`src/rtl/wb_mailbox.sv`:
```
// -----------------------------------------------------------------------------
// wb_mailbox
//
// Wishbone-classic slave that a CPU under test uses to report its result and to
// stream console text out to the test harness.
//
// Register window (16 bytes at BASE_ADDR):
//   0x0 STATUS  W: report result (byte 0).  R: {20'b0, overflow, empty, done, pass, exit_code}
//   0x4 CONSOLE W: push byte 0 into the console FIFO.  R: 0
//   0x8 LEVEL   R: number of bytes queued in the console FIFO
//   0xC CYCLES  R: free-running cycle count (only with WB_MAILBOX_CYCLE_CNT_EN), else 0
//
// Optional feature macro: WB_MAILBOX_CYCLE_CNT_EN adds a 32-bit cycle counter
// that freezes once done is set.
//
// Ports:
//   clk, rst_n                 clock, asynchronous active-low reset
//   wb_cyc_i, wb_stb_i, wb_we_i, wb_adr_i, wb_dat_i, wb_sel_i   Wishbone inputs
//   wb_dat_o, wb_ack_o         Wishbone read data and acknowledge (registered)
//   done, pass, exit_code      test result
//   char_valid, char_data, char_ready   console drain port (valid/ready)
// -----------------------------------------------------------------------------
module wb_mailbox #(
    parameter logic [31:0] BASE_ADDR  = 32'h0000_1000,
    parameter int          FIFO_DEPTH = 16
) (
    input  logic        clk,
    input  logic        rst_n,
    input  logic        wb_cyc_i,
    input  logic        wb_stb_i,
    input  logic        wb_we_i,
    input  logic [31:0] wb_adr_i,
    input  logic [31:0] wb_dat_i,
    input  logic [3:0]  wb_sel_i,
    output logic [31:0] wb_dat_o,
    output logic        wb_ack_o,
    output logic        done,
    output logic        pass,
    output logic [7:0]  exit_code,
    output logic        char_valid,
    output logic [7:0]  char_data,
    input  logic        char_ready
);

    localparam int PW = (FIFO_DEPTH > 1) ? $clog2(FIFO_DEPTH) : 1;
    localparam int CW = PW + 1;
    localparam logic [PW-1:0] PTR_ONE   = PW'(1);
    localparam logic [CW-1:0] CNT_ONE   = CW'(1);
    localparam logic [CW-1:0] CNT_DEPTH = CW'(FIFO_DEPTH);

    // Bus-side state: the request is latched at the request edge and committed
    // at the end of the ack cycle, but only if the master still holds cyc.
    logic          armed_r;
    logic          ack_r;
    logic [31:0]   dat_r;
    logic          we_r;
    logic          sel0_r;
    logic [1:0]    off_r;
    logic [7:0]    wdat_r;

    logic          done_r;
    logic          pass_r;
    logic [7:0]    exit_r;
    logic          ovf_r;

    logic [7:0]    mem_r [FIFO_DEPTH];
    logic [PW-1:0] wr_ptr_r;
    logic [PW-1:0] rd_ptr_r;
    logic [CW-1:0] count_r;

    logic          req_s;
    logic          commit_s;
    logic          status_wr_s;
    logic          push_s;
    logic          pop_s;
    logic          full_s;
    logic          empty_s;
    logic          push_ok_s;
    logic          ovf_set_s;
    logic [31:0]   rdata_s;
    logic [31:0]   cyc_cnt_s;
    logic          unused_s;

    // armed_r blocks an access still held across reset release from being
    // acked: a new request is only taken after the bus has been seen idle.
    assign req_s = wb_cyc_i & wb_stb_i & armed_r & ~ack_r &
                   (wb_adr_i[31:4] == BASE_ADDR[31:4]);

    assign commit_s    = ack_r & wb_cyc_i & we_r & sel0_r;
    assign status_wr_s = commit_s & (off_r == 2'd0) & ~done_r;
    assign push_s      = commit_s & (off_r == 2'd1);

    assign empty_s   = (count_r == {CW{1'b0}});
    assign full_s    = (count_r == CNT_DEPTH);
    assign pop_s     = ~empty_s & char_ready;
    assign push_ok_s = push_s & (~full_s | pop_s);
    assign ovf_set_s = push_s & full_s & ~pop_s;

    // Valid/data come only from registered FIFO state, so a push shows up on
    // char_valid one cycle later.
    assign char_valid = ~empty_s;
    assign char_data  = empty_s ? 8'h00 : mem_r[rd_ptr_r];

    assign wb_ack_o  = ack_r;
    assign wb_dat_o  = dat_r;
    assign done      = done_r;
    assign pass      = pass_r;
    assign exit_code = exit_r;

    assign unused_s = ^{wb_adr_i[1:0], wb_sel_i[3:1], wb_dat_i[31:8]};

`ifdef WB_MAILBOX_CYCLE_CNT_EN
    logic [31:0] cyc_cnt_r;

    // Free-running cycle counter, frozen once the result has been reported.
    always_ff @(posedge clk or negedge rst_n) begin
        if (!rst_n) begin
            cyc_cnt_r <= 32'd0;
        end else if (!done_r) begin
            cyc_cnt_r <= cyc_cnt_r + 32'd1;
        end else begin
            cyc_cnt_r <= cyc_cnt_r;
        end
    end

    assign cyc_cnt_s = cyc_cnt_r;
`else
    assign cyc_cnt_s = 32'h0000_0000;
`endif

    // Register read multiplexer, selected by the live word offset.
    always_comb begin
        rdata_s = 32'h0000_0000;
        case (wb_adr_i[3:2])
            2'd0:    rdata_s = {20'h0_0000, ovf_r, empty_s, done_r, pass_r, exit_r};
            2'd1:    rdata_s = 32'h0000_0000;
            2'd2:    rdata_s = {{(32 - CW){1'b0}}, count_r};
            2'd3:    rdata_s = cyc_cnt_s;
            default: rdata_s = 32'h0000_0000;
        endcase
    end

    // Bus handshake, result registers and FIFO bookkeeping.
    always_ff @(posedge clk or negedge rst_n) begin
        if (!rst_n) begin
            armed_r  <= 1'b0;
            ack_r    <= 1'b0;
            dat_r    <= 32'h0000_0000;
            we_r     <= 1'b0;
            sel0_r   <= 1'b0;
            off_r    <= 2'd0;
            wdat_r   <= 8'h00;
            done_r   <= 1'b0;
            pass_r   <= 1'b0;
            exit_r   <= 8'h00;
            ovf_r    <= 1'b0;
            wr_ptr_r <= {PW{1'b0}};
            rd_ptr_r <= {PW{1'b0}};
            count_r  <= {CW{1'b0}};
        end else begin
            if (!(wb_cyc_i && wb_stb_i)) begin
                armed_r <= 1'b1;
            end
            ack_r <= req_s;
            dat_r <= (req_s && !wb_we_i) ? rdata_s : 32'h0000_0000;
            if (req_s) begin
                we_r   <= wb_we_i;
                sel0_r <= wb_sel_i[0];
                off_r  <= wb_adr_i[3:2];
                wdat_r <= wb_dat_i[7:0];
            end
            if (status_wr_s) begin
                done_r <= 1'b1;
                pass_r <= (wdat_r == 8'h01);
                exit_r <= wdat_r;
            end
            if (ovf_set_s) begin
                ovf_r <= 1'b1;
            end
            if (push_ok_s) begin
                wr_ptr_r <= wr_ptr_r + PTR_ONE;
            end
            if (pop_s) begin
                rd_ptr_r <= rd_ptr_r + PTR_ONE;
            end
            case ({push_ok_s, pop_s})
                2'b10:   count_r <= count_r + CNT_ONE;
                2'b01:   count_r <= count_r - CNT_ONE;
                default: count_r <= count_r;
            endcase
        end
    end

    // FIFO storage; contents are don't-care until written, so no reset.
    always_ff @(posedge clk) begin
        if (push_ok_s) begin
            mem_r[wr_ptr_r] <= wdat_r;
        end
    end

endmodule

```
`config.mk`:
```
export PLATFORM = sky130hd
export DESIGN_NAME = wb_mailbox
export DESIGN_NICKNAME = d
export VERILOG_FILES = /design/src/rtl/wb_mailbox.sv
export SDC_FILE = /design/constraint.sdc
export NUM_CORES = 1
export LEC_CHECK = 0
export CORE_MARGIN = 4
export CORE_UTILIZATION = 45
export DETAILED_ROUTE_END_ITERATION = 7
export GPL_ROUTABILITY_DRIVEN = 0
export MAX_ROUTING_LAYER = met4
export PLACE_DENSITY = 0.75
export SETUP_SLACK_MARGIN = 0.3
export SLEW_MARGIN = 30
export SYNTH_ARGS = -nofsm -noshare
export SYNTH_HDL_FRONTEND = slang
export SYNTH_SLANG_ARGS = --single-unit
```
`constraint.sdc`:
```
create_clock -name clk -period 3.9 [get_ports clk]
set_clock_uncertainty 0.15 [all_clocks]
set_input_delay 0.78 -clock clk [delete_from_list [all_inputs] [get_ports clk]]
set_output_delay 0.78 -clock clk [all_outputs]
set_load 0.005 [all_outputs]
```
==> results.tsv <==
metric	value	unit
outcome	completed	
Site Rows	46	
Pwr Density	409	mW/mm2
Pre-Repair DR Iteration Count	4	
max_cap viols	0	
initial antenna violation count	0	
CTS Buf Count	17	
# IOs	126	
Syn Area/Cell	17.9	um2
Vias/cell	5.20	
RSZ-0062 raised after global routing	yes	
Routed wire per std cell	19.7	um
IR drop worst, VDD	0.000277	V
largest net degree at the start of global routing	34	
worst slew pin tran	0.825	ns
Post-DP HPWL	9.92	mm
via count	3840	
crit path launch	rd_ptr_r[0]	
number of global-route vias before repair	4167	
Synth Register Bits	178	
crit-path max FO	14	
Worst setup EP type	output pin	
FILL cells	1201	
Worst-Skew Late Latency	0.42	ns
antenna-violating nets left	0	
post-synthesis cell type count	44	
post-route clock period utilization	92.6	%
Async SR Flop Fraction	28.1	%
Post-Route WL	14.5	mm
Final Hold Vio Count	0	
root buf cell	clkbuf_16	
ys flop type	edfxtp_1	
fin util	56.4	%
area grow syn2layout	22.6	%
Fin Setup TNS	0	ns
Final Critical Period	3.61	ns
worst-case clock buffer depth	2	
WP data arrival	2.68	ns
relative slew slack	44.2	%
Synth warnings	0	
final setup violation count	0	
final slew viol count	0	
Clock Sinks	178	
Hold Path Class	in2async	
global route overflow	0	
core area	0.0159	mm2
nets	591	
WP data required	2.97	ns
most frequent cells in the layout	edfxtp_1, clkdlybuf4s50_1, dfrtp_1	
ant diodes	0	
DR iter-0 viols	299	
commonest non-fill, non-tap cell in the layout	edfxtp_1	
first-pass GRT wire length	22.9	mm
crit start category	flop	
Mapped Area	0.00733	mm2
number of synthesized flops with an enable pin	128	
DRC viols	0	
CTS tree	done	
Die X-Extent	136	um
GRT Total Usage	17.3	%
share of cells above drive strength 1	25.0	%
maximum clock rate	277	MHz
Post-Syn Instances	409	
Setup CP Type	reg2out	
reg2reg start	count_r[2]	
hold buffer count at cts	0	
LEAKAGE	3.56	nW
H-tree depth	4	
Multi-input gate area	0.00204	mm2
die height	136	um
Die Area	0.0184	mm2
Seq/Total Area, Yosys	69.5	%
register area	0.00510	mm2
IO Port Bufs	76	
Clock transition at path regs	0.07	ns
Initial Utilization	46.0	%
## what timing repair did
item                                    in CTS  in global routing
pin swaps                                    0                  0
endpoints found under the hold margin        0                  0
buffers inserted                             1                  0
gates resized for setup                      3                  0
endpoints found under the setup margin       8                  8
## metal layers
metal	share of wire [%]	vias to the layer above	global-route usage [%]
met2	52	95	27.5
met3	4.2	13	4.42
met5	0	-	-
li1	-	1747	-
met1	43	1985	22.3
met4	1.1	0	4.93
## synthesized netlist by cell type (4+ instances only)
cell type / count / area, um2
buf_1: 4 / 15.0
buf_4: 24 / 180
nand4_1: 5 / 31.3
buf_2: 4 / 20.0
clkbuf_1: 6 / 22.5
nor3_1: 7 / 35.0
nor2_1: 23 / 86.3
mux2_2: 20 / 225
mux4_2: 40 / 901
inv_1: 7 / 26.3
ha_1: 7 / 87.6
edfxtp_1: 128 / 3840
dfrtp_1: 50 / 1250
nor2b_1: 8 / 50.1
nor4_1: 8 / 50.1
nand2_1: 12 / 45.0
xnor2_1: 10 / 87.6
mux2i_1: 5 / 50.1
and2_1: 6 / 37.5
nand3_1: 5 / 25.0
nor4b_1: 4 / 35.0
## path summary, 6_finish.rpt
check                               endpoint  slack, ns  cells after the start
worst max-delay path            char_data[0]       0.29                      5
min in group clk                       ovf_r       0.33                      1
worst min-delay path                 armed_r       0.27                      1
worst max register to register    count_r[4]       1.24                      9
worst min register to register         ovf_r       0.33                      1
max in group asynchronous          wdat_r[5]       2.61                      2
## metrics by stage
| step | instance area (um2) | setup WS, ns | cells | hold WS, ns | total power, mW |
|---|---|---|---|---|---|
| after floorplan | 7400 | 0.957 | 428 | 0.278 | 2.07 |
| after global placement | 8400 | 0.470 | 706 | 0.302 | 2.11 |
| after detailed placement | 8400 | 0.442 | 706 | 0.314 | 2.11 |
| after CTS | 8990 | 0.245 | 739 | 0.275 | 3.70 |
| after global routing | 8990 | 0.202 | 739 | 0.311 | 3.79 |
| final | 8990 | 0.290 | 739 | 0.267 | 3.68 |
## critical path, stage by stage (launching register included)
cell and delay, ns:
dfrtp_4 0.47, buf_12 0.18, mux4_2 0.51, mux4_2 0.49
nor2b_1 0.15, clkdlybuf4s50_1 0.45
## cell type report
class / instances / area share [%]
inverters: 8 / 0.334
repair buffers: 102 / 11.0
clock inverters: 15 / 1.50
flip-flops and latches: 178 / 56.7
well taps: 216 / 3.01
clock buffers: 17 / 4.73
multi-input cells: 203 / 22.7
## cell families after synthesis
group / count (synthesis) / synth area share, %
AO/OA/AOI/OAI: 12 / 1.45
AND/OR/NAND/NOR: 88 / 6.59
multiplexers: 66 / 16.2
adder cells (fa/ha/maj): 7 / 1.19
other: 1 / 0.0511
XOR/XNOR: 10 / 1.19
buffers and inverters: 47 / 3.80
flip-flops: 178 / 69.5
## where the power goes
part	leakage, nW	internal (mW)	switching (mW)	total (mW)
Clock	0.268	0.885	0.720	1.60
Combinational	1.12	0.0414	0.0254	0.0668
Sequential	2.16	2.01	0.0000000342	2.01
Total	3.56	2.93	0.745	3.68
## sequential cells by signal, summed over array words and instances (netlist names), 2 cells and up
name	flops
mem_r	128
wb_dat_o	12
exit_code	8
wdat_r	8
count_r	5
rd_ptr_r	4
wr_ptr_r	4
off_r	2
(Power assumes the default switching activity.)
